## src/rtl/msh_pkg.sv

```systemverilog
// Shared widths and pointer helpers for the multichannel sample history.
// Pointer arithmetic avoids modulo so any history depth works.
package msh_pkg;

  // Channel number width; a single channel still gets one bit.
  function automatic int ch_w(input int num_channels);
    return (num_channels <= 1) ? 1 : $clog2(num_channels);
  endfunction

  // Width of a slot pointer or a read age.
  function automatic int idx_w(input int depth);
    return (depth <= 1) ? 1 : $clog2(depth);
  endfunction

  // Width of a fill count, which must be able to hold DEPTH itself.
  function automatic int cnt_w(input int depth);
    return $clog2(depth + 1);
  endfunction

  // Running sum width; DEPTH full-scale samples always fit.
  function automatic int sum_w(input int sample_width, input int depth);
    return sample_width + cnt_w(depth);
  endfunction

  // Advance a circular pointer, wrapping from depth-1 back to 0.
  function automatic int wrap_inc(input int ptr, input int depth);
    return (ptr >= depth - 1) ? 0 : ptr + 1;
  endfunction

  // Physical slot holding the sample of age rd_index (0 = newest).
  // Ages at or beyond depth are never hits, so they just map to slot 0.
  function automatic int slot_index(input int wr_ptr, input int rd_index, input int depth);
    int slot;
    if (rd_index >= depth) begin
      return 0;
    end
    slot = wr_ptr - 1 - rd_index;
    if (slot < 0) begin
      slot = slot + depth;
    end
    return slot;
  endfunction

endpackage

```

## src/rtl/multichannel_sample_history_if.sv

```systemverilog
// Write / clear / read request bundle and registered read response
// for the multichannel sample history.
interface multichannel_sample_history_if #(
  parameter int NUM_CHANNELS = 14,
  parameter int SAMPLE_WIDTH = 8,
  parameter int DEPTH        = 10
);

  localparam int CH_W  = msh_pkg::ch_w(NUM_CHANNELS);
  localparam int IDX_W = msh_pkg::idx_w(DEPTH);
  localparam int CNT_W = msh_pkg::cnt_w(DEPTH);
  localparam int SUM_W = msh_pkg::sum_w(SAMPLE_WIDTH, DEPTH);

  logic                    wr_valid;
  logic [CH_W-1:0]         wr_channel;
  logic [SAMPLE_WIDTH-1:0] wr_data;

  logic                    clr_valid;
  logic [CH_W-1:0]         clr_channel;

  logic                    rd_valid;
  logic [CH_W-1:0]         rd_channel;
  logic [IDX_W-1:0]        rd_index;

  logic                    rsp_valid;
  logic [SAMPLE_WIDTH-1:0] rsp_data;
  logic                    rsp_hit;
  logic [CNT_W-1:0]        rsp_count;
  logic [SUM_W-1:0]        rsp_sum;
  logic                    err_channel;

  // Requester side: front end / formatter.
  modport master (
    output wr_valid, wr_channel, wr_data,
    output clr_valid, clr_channel,
    output rd_valid, rd_channel, rd_index,
    input  rsp_valid, rsp_data, rsp_hit, rsp_count, rsp_sum, err_channel
  );

  // History buffer side.
  modport slave (
    input  wr_valid, wr_channel, wr_data,
    input  clr_valid, clr_channel,
    input  rd_valid, rd_channel, rd_index,
    output rsp_valid, rsp_data, rsp_hit, rsp_count, rsp_sum, err_channel
  );

endinterface

```

## src/rtl/msh_channel.sv

```systemverilog
// One channel of sample history: circular storage, write pointer,
// fill count, running sum and a combinational read of one slot.
module msh_channel
  import msh_pkg::*;
#(
  parameter int  SAMPLE_WIDTH = 8,
  parameter int  DEPTH        = 10,
  localparam int IDX_W        = idx_w(DEPTH),
  localparam int CNT_W        = cnt_w(DEPTH),
  localparam int SUM_W        = sum_w(SAMPLE_WIDTH, DEPTH)
) (
  input  logic                    clk,
  input  logic                    reset,
  input  logic                    wr_en,
  input  logic [SAMPLE_WIDTH-1:0] wr_data,
  input  logic                    clr_en,
  input  logic [IDX_W-1:0]        rd_index,
  output logic [SAMPLE_WIDTH-1:0] rd_data,
  output logic                    rd_hit,
  output logic [CNT_W-1:0]        count,
  output logic [SUM_W-1:0]        sum
);

  logic [SAMPLE_WIDTH-1:0] mem [DEPTH];
  logic [IDX_W-1:0]        wr_ptr;
  logic [CNT_W-1:0]        fill;
  logic [SUM_W-1:0]        total;
  logic                    full;
  logic                    accept;
  logic [SAMPLE_WIDTH-1:0] evicted;
  logic [IDX_W-1:0]        rd_slot;

  // A clear always wins over a write landing on the same edge.
  assign accept  = wr_en && !clr_en;
  assign full    = (fill == CNT_W'(DEPTH));
  assign evicted = mem[wr_ptr];
  assign count   = fill;
  assign sum     = total;

  // Sample storage is deliberately not reset; rd_hit hides stale slots.
  always_ff @(posedge clk) begin
    if (accept) begin
      mem[wr_ptr] <= wr_data;
    end
  end

  // Pointer, fill count and running sum; once full, the overwritten slot leaves the sum.
  always_ff @(posedge clk) begin
    if (reset || clr_en) begin
      wr_ptr <= '0;
      fill   <= '0;
      total  <= '0;
    end else if (accept) begin
      wr_ptr <= IDX_W'(wrap_inc(int'(wr_ptr), DEPTH));
      if (full) begin
        total <= total - SUM_W'(evicted) + SUM_W'(wr_data);
      end else begin
        fill  <= fill + 1'b1;
        total <= total + SUM_W'(wr_data);
      end
    end
  end

  // Age-to-slot lookup; anything older than the fill count reads as zero.
  always_comb begin
    rd_slot = IDX_W'(slot_index(int'(wr_ptr), int'(rd_index), DEPTH));
    rd_hit  = (CNT_W'(rd_index) < fill);
    rd_data = '0;
    if (rd_hit) begin
      rd_data = mem[rd_slot];
    end
  end

endmodule

```

## src/rtl/multichannel_sample_history.sv

```systemverilog
// Multichannel sample history: decodes writes/clears to independent
// channels, registers a one-cycle read response and flags bad channel numbers.
module multichannel_sample_history
  import msh_pkg::*;
#(
  parameter int NUM_CHANNELS = 14,
  parameter int SAMPLE_WIDTH = 8,
  parameter int DEPTH        = 10
) (
  input logic                          clk,
  input logic                          reset,
  multichannel_sample_history_if.slave bus
);

  localparam int CNT_W = cnt_w(DEPTH);
  localparam int SUM_W = sum_w(SAMPLE_WIDTH, DEPTH);

  logic                    wr_in_range;
  logic                    clr_in_range;
  logic                    rd_in_range;
  logic                    bad_strobe;

  logic [NUM_CHANNELS-1:0] wr_en;
  logic [NUM_CHANNELS-1:0] clr_en;

  logic [SAMPLE_WIDTH-1:0] ch_data  [NUM_CHANNELS];
  logic [NUM_CHANNELS-1:0] ch_hit;
  logic [CNT_W-1:0]        ch_count [NUM_CHANNELS];
  logic [SUM_W-1:0]        ch_sum   [NUM_CHANNELS];

  logic [SAMPLE_WIDTH-1:0] sel_data;
  logic                    sel_hit;
  logic [CNT_W-1:0]        sel_count;
  logic [SUM_W-1:0]        sel_sum;

  logic                    rsp_valid_q;
  logic [SAMPLE_WIDTH-1:0] rsp_data_q;
  logic                    rsp_hit_q;
  logic [CNT_W-1:0]        rsp_count_q;
  logic [SUM_W-1:0]        rsp_sum_q;
  logic                    err_q;

  assign wr_in_range  = (int'(bus.wr_channel)  < NUM_CHANNELS);
  assign clr_in_range = (int'(bus.clr_channel) < NUM_CHANNELS);
  assign rd_in_range  = (int'(bus.rd_channel)  < NUM_CHANNELS);

  assign bad_strobe = (bus.wr_valid  && !wr_in_range)  ||
                      (bus.clr_valid && !clr_in_range) ||
                      (bus.rd_valid  && !rd_in_range);

  // Channel decode; a clear suppresses a same-cycle write to that channel.
  always_comb begin
    wr_en  = '0;
    clr_en = '0;
    for (int i = 0; i < NUM_CHANNELS; i++) begin
      clr_en[i] = bus.clr_valid && clr_in_range && (int'(bus.clr_channel) == i);
      wr_en[i]  = bus.wr_valid && wr_in_range && (int'(bus.wr_channel) == i) && !clr_en[i];
    end
  end

  for (genvar g = 0; g < NUM_CHANNELS; g++) begin : g_channel
    msh_channel #(
      .SAMPLE_WIDTH (SAMPLE_WIDTH),
      .DEPTH        (DEPTH)
    ) u_channel (
      .clk      (clk),
      .reset    (reset),
      .wr_en    (wr_en[g]),
      .wr_data  (bus.wr_data),
      .clr_en   (clr_en[g]),
      .rd_index (bus.rd_index),
      .rd_data  (ch_data[g]),
      .rd_hit   (ch_hit[g]),
      .count    (ch_count[g]),
      .sum      (ch_sum[g])
    );
  end

  // Read mux; an out-of-range channel reads as an empty channel.
  always_comb begin
    sel_data  = '0;
    sel_hit   = 1'b0;
    sel_count = '0;
    sel_sum   = '0;
    for (int i = 0; i < NUM_CHANNELS; i++) begin
      if (rd_in_range && (int'(bus.rd_channel) == i)) begin
        sel_data  = ch_data[i];
        sel_hit   = ch_hit[i];
        sel_count = ch_count[i];
        sel_sum   = ch_sum[i];
      end
    end
  end

  // Response register: captures pre-update channel state, holds when idle.
  always_ff @(posedge clk) begin
    if (reset) begin
      rsp_valid_q <= 1'b0;
      rsp_data_q  <= '0;
      rsp_hit_q   <= 1'b0;
      rsp_count_q <= '0;
      rsp_sum_q   <= '0;
    end else begin
      rsp_valid_q <= bus.rd_valid;
      if (bus.rd_valid) begin
        rsp_data_q  <= sel_data;
        rsp_hit_q   <= sel_hit;
        rsp_count_q <= sel_count;
        rsp_sum_q   <= sel_sum;
      end
    end
  end

  // Sticky error for any strobe naming a channel that does not exist.
  always_ff @(posedge clk) begin
    if (reset) begin
      err_q <= 1'b0;
    end else if (bad_strobe) begin
      err_q <= 1'b1;
    end
  end

  assign bus.rsp_valid   = rsp_valid_q;
  assign bus.rsp_data    = rsp_data_q;
  assign bus.rsp_hit     = rsp_hit_q;
  assign bus.rsp_count   = rsp_count_q;
  assign bus.rsp_sum     = rsp_sum_q;
  assign bus.err_channel = err_q;

endmodule
```

## src/flat_wrapper.sv

```systemverilog
// flat-port wrapper written by rule: the top's interface ports become plain ports
module multichannel_sample_history_flat import msh_pkg::*;
#(
  parameter int NUM_CHANNELS = 14,
  parameter int SAMPLE_WIDTH = 8,
  parameter int DEPTH        = 10
)
  (clk, reset, bus_wr_valid, bus_wr_channel, bus_wr_data, bus_clr_valid, bus_clr_channel, bus_rd_valid, bus_rd_channel, bus_rd_index, bus_rsp_valid, bus_rsp_data, bus_rsp_hit, bus_rsp_count, bus_rsp_sum, bus_err_channel);
  multichannel_sample_history_if #(.NUM_CHANNELS(NUM_CHANNELS), .SAMPLE_WIDTH(SAMPLE_WIDTH), .DEPTH(DEPTH)) bus_i ();
  input logic clk;
  input logic reset;
  input wire logic [$bits(bus_i.wr_valid)-1:0] bus_wr_valid;
  input wire logic [$bits(bus_i.wr_channel)-1:0] bus_wr_channel;
  input wire logic [$bits(bus_i.wr_data)-1:0] bus_wr_data;
  input wire logic [$bits(bus_i.clr_valid)-1:0] bus_clr_valid;
  input wire logic [$bits(bus_i.clr_channel)-1:0] bus_clr_channel;
  input wire logic [$bits(bus_i.rd_valid)-1:0] bus_rd_valid;
  input wire logic [$bits(bus_i.rd_channel)-1:0] bus_rd_channel;
  input wire logic [$bits(bus_i.rd_index)-1:0] bus_rd_index;
  output wire logic [$bits(bus_i.rsp_valid)-1:0] bus_rsp_valid;
  output wire logic [$bits(bus_i.rsp_data)-1:0] bus_rsp_data;
  output wire logic [$bits(bus_i.rsp_hit)-1:0] bus_rsp_hit;
  output wire logic [$bits(bus_i.rsp_count)-1:0] bus_rsp_count;
  output wire logic [$bits(bus_i.rsp_sum)-1:0] bus_rsp_sum;
  output wire logic [$bits(bus_i.err_channel)-1:0] bus_err_channel;
  assign bus_i.wr_valid = bus_wr_valid;
  assign bus_i.wr_channel = bus_wr_channel;
  assign bus_i.wr_data = bus_wr_data;
  assign bus_i.clr_valid = bus_clr_valid;
  assign bus_i.clr_channel = bus_clr_channel;
  assign bus_i.rd_valid = bus_rd_valid;
  assign bus_i.rd_channel = bus_rd_channel;
  assign bus_i.rd_index = bus_rd_index;
  assign bus_rsp_valid = bus_i.rsp_valid;
  assign bus_rsp_data = bus_i.rsp_data;
  assign bus_rsp_hit = bus_i.rsp_hit;
  assign bus_rsp_count = bus_i.rsp_count;
  assign bus_rsp_sum = bus_i.rsp_sum;
  assign bus_err_channel = bus_i.err_channel;
  multichannel_sample_history #(.NUM_CHANNELS(NUM_CHANNELS), .SAMPLE_WIDTH(SAMPLE_WIDTH), .DEPTH(DEPTH)) u_core (.clk(clk), .reset(reset), .bus(bus_i));
endmodule
```

## config.mk

```make
export PLATFORM = sky130hd
export DESIGN_NAME = multichannel_sample_history_flat
export DESIGN_NICKNAME = d
export VERILOG_FILES = /design/src/rtl/msh_pkg.sv /design/src/rtl/multichannel_sample_history_if.sv /design/src/rtl/msh_channel.sv /design/src/rtl/multichannel_sample_history.sv /design/src/flat_wrapper.sv
export SDC_FILE = /design/constraint.sdc
export NUM_CORES = 2
export LEC_CHECK = 0
export CAP_MARGIN = 20
export CORE_MARGIN = 2
export CORE_UTILIZATION = 40
export CTS_CLUSTER_SIZE = 28
export DETAILED_ROUTE_END_ITERATION = 12
export PLACE_DENSITY = 0.65
export SETUP_SLACK_MARGIN = 0.5
export SYNTH_ARGS = -nofsm -noshare
export SYNTH_HDL_FRONTEND = slang
export SYNTH_SLANG_ARGS = --single-unit
export TNS_END_PERCENT = 10
```

## constraint.sdc

```tcl
create_clock -name clk -period 6.2 [get_ports clk]
set_input_delay 1.24 -clock clk [delete_from_list [all_inputs] [get_ports clk]]
set_output_delay 1.24 -clock clk [all_outputs]
set_load 0.02 [all_outputs]
```

# Word level (Yosys, flattened, before mapping)

Memory sizes are Yosys's and may differ from the RTL's. A register that Yosys moved wholly into a read port is not among the register bits.
Index checks and enable logic that the tools add are counted.

RAM bits: 1120
Output and inout port bits: 27
Bits of input ports: 29
Logic and storage cells: 595
Register bits after elaboration: 307
Memories: 14

Memories:

| memory                             | words | width | rd ports | clocked after memory_dff | write ports | line              | source |
|---|---|---|---|---|---|---|---|
| u_core.g_channel[0].u_channel.mem  | 10    | 8     | 2        | 1                        | 1           | msh_channel.sv:24 | `logic [SAMPLE_WIDTH-1:0] mem [DEPTH];` |
| u_core.g_channel[10].u_channel.mem | 10    | 8     | 2        | 1                        | 1           | msh_channel.sv:24 |  |
| u_core.g_channel[11].u_channel.mem | 10    | 8     | 2        | 1                        | 1           | msh_channel.sv:24 |  |
| u_core.g_channel[12].u_channel.mem | 10    | 8     | 2        | 1                        | 1           | msh_channel.sv:24 |  |
| u_core.g_channel[13].u_channel.mem | 10    | 8     | 2        | 1                        | 1           | msh_channel.sv:24 |  |
| u_core.g_channel[1].u_channel.mem  | 10    | 8     | 2        | 1                        | 1           | msh_channel.sv:24 |  |
| 8 more memories                    | --    | --    | --       | --                       | --          | --                |  |

Magnitude comparators: 46
Add/subtract/negate cells: 112
Reductions and logical operators: 125
Muxes and demuxes: 183
Bitwise operators: 14
Equality and inequality tests: 53

Operator list:

| cell                                                                  | count |
|---|---|
| 12-bit by 8-bit adder with 12-bit output                              | 28 |
| 12-bit 2-to-1 mux                                                     | 28 |
| 4-bit 2-to-1 mux                                                      | 84 |
| 8-bit 2-to-1 mux                                                      | 28 |
| 12-bit by 8-bit subtractor with 12-bit output                         | 14 |
| 4-bit equality test, second input constant                            | 38 |
| 4-bit by 1-bit adder with 4-bit output, second input constant         | 28 |
| 6-bit by 1-bit < comparator with 1-bit output, second input constant  | 14 |
| 5-bit by 5-bit subtractor with 6-bit output                           | 14 |
| 1-bit logical AND                                                     | 75 |
| 4-bit by 1-bit subtractor with 5-bit output, second input constant    | 14 |
| 4-bit greater-or-equal comparator, second input constant              | 15 |
| 4-bit adder, second input constant                                    | 14 |
| 4-bit < comparator                                                    | 14 |
| 4-bit by 3-bit equality test with 1-bit output, second input constant | 12 |
| 1-bit 2-to-1 mux                                                      | 43 |
| 2-bit AND reduction                                                   | 14 |
| 1-bit zero test                                                       | 17 |
| 1-bit logical OR                                                      | 16 |
| 1-bit NOT                                                             | 14 |
| 4-bit by 2-bit equality test with 1-bit output, second input constant | 3 |
| 4-bit zero test                                                       | 3 |
| 4-bit < comparator, second input constant                             | 3 |

# Logic depth before layout (Yosys ltp)

An unclocked memory read counts as a cell.

Depth after elaboration: 21
Mapped depth: 20
Gate-level depth less buffers: 19

# By module

Synthesis repeated with hierarchy kept, for this count alone.

Cell total of the unflattened synthesis: 8754
Area total of the unflattened synthesis: 95350.2 um^2

By module, submodules not included:

| module                                            | times used | sequential area each (um^2) | area each (um^2) | cells each |
|---|---|---|---|---|
| msh_channel at u_core.g_channel[12].u_channel ... | 4          | 2882.8                      | 6452.4           | 575 |
| msh_channel at u_core.g_channel[0].u_channel ...  | 2          | 2882.8                      | 6459.9           | 578 |
| msh_channel at u_core.g_channel[7].u_channel ...  | 2          | 2882.8                      | 6423.7           | 570 |
| msh_channel at u_core.g_channel[13].u_channel     | 1          | 2882.8                      | 6532.5           | 614 |
| msh_channel at u_core.g_channel[5].u_channel      | 1          | 2882.8                      | 6485.0           | 588 |
| msh_channel at u_core.g_channel[9].u_channel      | 1          | 2882.8                      | 6482.5           | 568 |
| msh_channel at u_core.g_channel[6].u_channel      | 1          | 2882.8                      | 6466.2           | 583 |
| msh_channel at u_core.g_channel[11].u_channel     | 1          | 2882.8                      | 6465.0           | 577 |
| msh_channel at u_core.g_channel[1].u_channel      | 1          | 2882.8                      | 6416.2           | 545 |
| multichannel_sample_history                       | 1          | 540.5                       | 4926.0           | 683 |

# Worst setup path after synthesis

Ideal clock, no wire load.

Path kind: input to register
From: input bus_wr_data[1]
To: register u_core.g_channel[9].u_channel.total[11]
Path buffers: 0
Arrival: 4.888 ns
Required time: 6.072 ns
Stages: 14
Setup slack: 1.185 ns
Cells stage by stage: inv_1 fa_1 inv_1 ha_1 a21o_1 a21oi_1 o21ai_0 and3_1 o31a_1 o21ai_0 a2111oi_0 a211oi_1 xor2_1 nor2_1

Word-level cells in the longest chain between the ends: 2

RTL lines:

| element                                                     | line                                 | source |
|---|---|---|
| start, declared                                             | flat_wrapper.sv:14                   | `input wire logic [$bits(bus_i.wr_data)-1:0] bus_wr_data;` |
| 12-bit by 8-bit adder with 12-bit output (on tied branches) | msh_channel.sv:59, msh_channel.sv:56 |  |
| 12-bit 2-to-1 mux (*)                                       | msh_channel.sv:55                    | `if (full) begin` |
| end signal, assigned                                        | msh_channel.sv:56                    | `total <= total - SUM_W'(evicted) + SUM_W'(wr_data);` |
| end signal, assigned                                        | msh_channel.sv:59                    | `total <= total + SUM_W'(wr_data);` |
| end, declared                                               | msh_channel.sv:27                    | `logic [SUM_W-1:0] total;` |

Mark *: on every way between the ends. The rest lies on a longest branch, timed or not.
A chain may end at the register's enable or synchronous reset.

# Final worst setup path

From: input bus_rd_index[3]
To: register u_core.rsp_data_q[7], in the netlist u_core.bus.rsp_data[7]

Word-level cells in the longest chain between the ends: 20

RTL lines:

| element                                                                      | line                               | source |
|---|---|---|
| start, declared                                                              | flat_wrapper.sv:19                 | `input wire logic [$bits(bus_i.rd_index)-1:0] bus_rd_index;` |
| 5-bit by 5-bit subtractor with 6-bit output                                  | msh_pkg.sv:37                      | `slot = wr_ptr - 1 - rd_index;` |
| 6-bit by 1-bit < comparator with 1-bit output or 4-bit adder (tied branches) | msh_pkg.sv:38, msh_pkg.sv:39       |  |
| 4-bit 2-to-1 mux                                                             | msh_pkg.sv:38                      | `if (slot < 0) begin` |
| 4-bit 2-to-1 mux                                                             | msh_pkg.sv:37                      |  |
| memory 10 x 8 bit                                                            | --                                 |  |
| 8-bit 2-to-1 mux                                                             | msh_channel.sv:69                  | `if (rd_hit) begin` |
| 8-bit 2-to-1 mux (13 in series)                                              | multichannel_sample_history.sv:86  | `if (rd_in_range && (int'(bus.rd_channel) == i)) begin` |
| 8-bit 2-to-1 mux (*)                                                         | multichannel_sample_history.sv:86  |  |
| end signal, assigned                                                         | multichannel_sample_history.sv:106 | `rsp_data_q <= sel_data;` |
| end, declared                                                                | multichannel_sample_history.sv:37  | `logic [SAMPLE_WIDTH-1:0] rsp_data_q;` |

Marked as above.

==> flow_summary.yaml <==
status:
  status: "finished clean"
timing:
  hold_viol: 0
  setup_viol: 0
  rsz0062_at_grt: "yes"
  slew_headroom_pct: 15.5
  fin_skew_ns: 0.0467
  slew_violations: 0
  tightest_slew_ns: 1.26
  fmax_mhz: 178
  timing.final.crit_share_pct: 90.6
  layout_min_cycle_time_ns: 5.62
  hold_ws_ns: 0.481
logic_synthesis:
  synth-seq-cells: 1483
  netlist.top_cell.by_area: "edfxtp_1"
  synth_top_area_share_pct: 37.5
  syn_area_per_cell_um2: 11.3
  yosys-top-cells-area: "edfxtp_1, dfxtp_1, mux4_2"
  yosysWarnings: 0
  async_reset_ff_share_pct: 0
  seq_area_frac_synth_pct: 45.6
  synth_area_mm2: 0.0897
  syn_nets: 8662
  synth_edf_count: 1120
  ys_types: 87
  netlist_instances: 7975
  synthFlopType: "edfxtp_1"
setup_path:
  crit_type: "in -> reg"
  cp_num_buf_inv: 5
  cp_top_family: "buffers and inverters"
  arrival_ns: 6.30
  crit_chain: "clkdlybuf4s50_1, clkinvlp_4, buf_4, ha_1, inv_1, a211oi_1, o21ai_0, mux2i_1, a211oi_1, buf_4, a22o_1, a221o_1, nor4_1, nor4b_1, a41oi_1"
  required_ns: 6.89
  crit_path_end_kind: "flip-flop"
  slowest_stage: "nor4_1"
  cp_slowest_stage_delay_ns: 0.66
  path_max_fanout: 8
  worstSetupStartpointType: "primary input"
detailed_routing:
  viasPerCell: 6.03
  wire_per_inst_um: 27.0
  vias: 67499
  ant_nets: 0
  drt_iter0_drc: 8393
  first_pass_iters: 8
  wl_mm: 303
  drcViolationCount: 0
cts:
  cts_tree: "done"
  cts.sinks: 1483
  cts.htree.levels: 4
  clk_pin_slew_ns: 0.07
  numCtsBuffers: 161
  clockBufferDepth: 3
  cts_root_buf: "clkbuf_16"
  clk_latency_ns: 0.86
global_routing:
  grt_pass1_wl_mm: 438
  grt_overflow: 0
  grt_usage_pct: 25.7
  antenna_found_initial: 16
  grt_max_degree: 92
  grt_pass1_vias: 64678
floorplanning:
  die_area_mm2: 0.228
  io_pins: 56
  initial_core_util_pct: 40.3
  core_mm2: 0.223
  die_h_um: 478
  dieWidth_um: 478
  std_cell_rows: 173
cells_and_area:
  fin_area_mm2: 0.100
  final_cells: 11194
  drive_above_1_share_pct: 12.6
  final_nets: 8757
  final_cell_mix: "edfxtp_1, inv_1, nor2_1, ha_1, a21oi_1"
  areaGrowthSynthToFinish_pct: 11.8
  layout_commonest_cell: "edfxtp_1"
  final.fill_count: 20121
place:
  dp_hpwl_mm: 223
  port_buffers: 55
  place.gp.congestion: 0.992
  placed_cells: 10879
  place_area_mm2: 0.0947
power:
  power.static_leakage_uw: 0.0364
  ir_drop_v: 0.000304
  p_per_area_mw_per_mm2: 240
  report.power.total_uw: 24100
run:
  maxCapViolCount: 0
hold_path:
  min_path_type: "reg -> reg"
sequential cells by signal, indices dropped and copies added, names as in the netlist, 4 cells and up, named ones only:
register and cells:
u_core.bus.rsp_data 8, u_core.g_channel.u_channel.sum 168, u_core.g_channel.u_channel.wr_ptr 56, u_core.g_channel.u_channel.count 56, u_core.bus.rsp_count 4, u_core.bus.rsp_sum 12
u_core.g_channel.u_channel.mem 1120
power breakdown:
part           switching (µW)  internal, µW  total, µW  leakage [µW]
logic                    1970          1160       3130        0.0207
registers                81.4         10700      10800        0.0130
clock network            4470          5670      10100       0.00267
cells in the mapped netlist (all sizes together) (59+ instances only):
| cell type | n |
|---|---|
| xnor2 | 185 |
| mux4 | 318 |
| dfxtp | 363 |
| nor2 | 530 |
| a21oi | 491 |
| fa | 140 |
| mux2i | 451 |
| nand2 | 465 |
| nand3 | 137 |
| a211oi | 275 |
| edfxtp | 1120 |
| nand2b | 61 |
| and3 | 137 |
| buf | 74 |
| nor3 | 165 |
| nor2b | 170 |
| and2 | 81 |
| o21ai | 392 |
| ha | 518 |
| a21o | 59 |
| inv | 639 |
| xor2 | 98 |
| clkbuf | 316 |
| mux2 | 85 |
worst paths after layout:
| kind | start | end | slack [ns] | cells after the start |
|---|---|---|---|---|
| setup / recovery | bus_rd_index[3] | u_core.bus.rsp_data[7] | 0.58 | 15 |
| hold / removal | u_core.bus.rsp_sum[5] | u_core.bus.rsp_sum[5] | 0.48 | 2 |
| setup reg to reg | flip-flop | u_core.g_channel[9].u_channel.sum[11] | 0.73 | 17 |
| hold reg to reg | u_core.bus.rsp_sum[5] | u_core.bus.rsp_sum[5] | 0.48 | 2 |
final cells by class:
| cell class | instances | area, µm² | share of cell area [%] |
|---|---|---|---|
| diodes | 8 | 20.0 | 0.0200 |
| clock buffers | 197 | 4260 | 4.25 |
| clock inverters | 107 | 1280 | 1.28 |
| inverters | 639 | 2410 | 2.40 |
| multi-input cells | 5463 | 45100 | 45.0 |
| flip-flops and latches | 1483 | 40900 | 40.8 |
| well taps | 2975 | 3720 | 3.71 |
| repair buffers | 322 | 2620 | 2.61 |
kinds of logic after synthesis:
kind of cell / after synthesis / share of synthesized area, %
AND/OR/NAND/NOR: 1924 / 10.4
buffers and inverters: 1029 / 4.39
adder cells (fa/ha/maj): 658 / 10.3
XOR/XNOR: 283 / 2.76
flip-flops: 1483 / 45.6
AO/OA/AOI/OAI: 1744 / 12.4
multiplexers: 854 / 14.1
worst register-to-register path: stages, from the launching register on:
cell and delay, ns:
dfxtp_1 0.60, buf_4 0.28, mux4_2 0.53, nor2b_1 0.15, a211oi_1 0.70, a21oi_1 0.18
fa_1 0.56, inv_1 0.05, ha_1 0.33, a21oi_1 0.28, o21ai_0 0.22, and3_1 0.21
o31a_1 0.30, o21ai_0 0.26, a2111oi_0 0.17, a211oi_1 0.28, xor2_1 0.18, nor2_1 0.05
layer usage:
metal	GRT usage, %	wire length [µm]
met1	35.1	125000
met2	39.3	135000
met3	4.66	26800
met4	13.0	16400
met5	0	32
timing repair:
item / CTS / global route
setup endpoints to repair: 0 / 6
setup buffers: 0 / 2
resized for setup: 0 / 4
hold buffers: 0 / 0
endpoints found under the hold margin: 0 / 0
stage by stage:
stage	setup slack (ns)	setup TNS [ns]	util, %
after floorplan	1.18	0	-
final	0.585	0	45.0
after global routing	0.381	0	45.0
after CTS	0.529	0	45.0
after global placement	-0.858	-1.61	42.5
after detailed placement	-0.430	-0.814	42.5
Note: power is estimated with default switching activity, not from simulation.
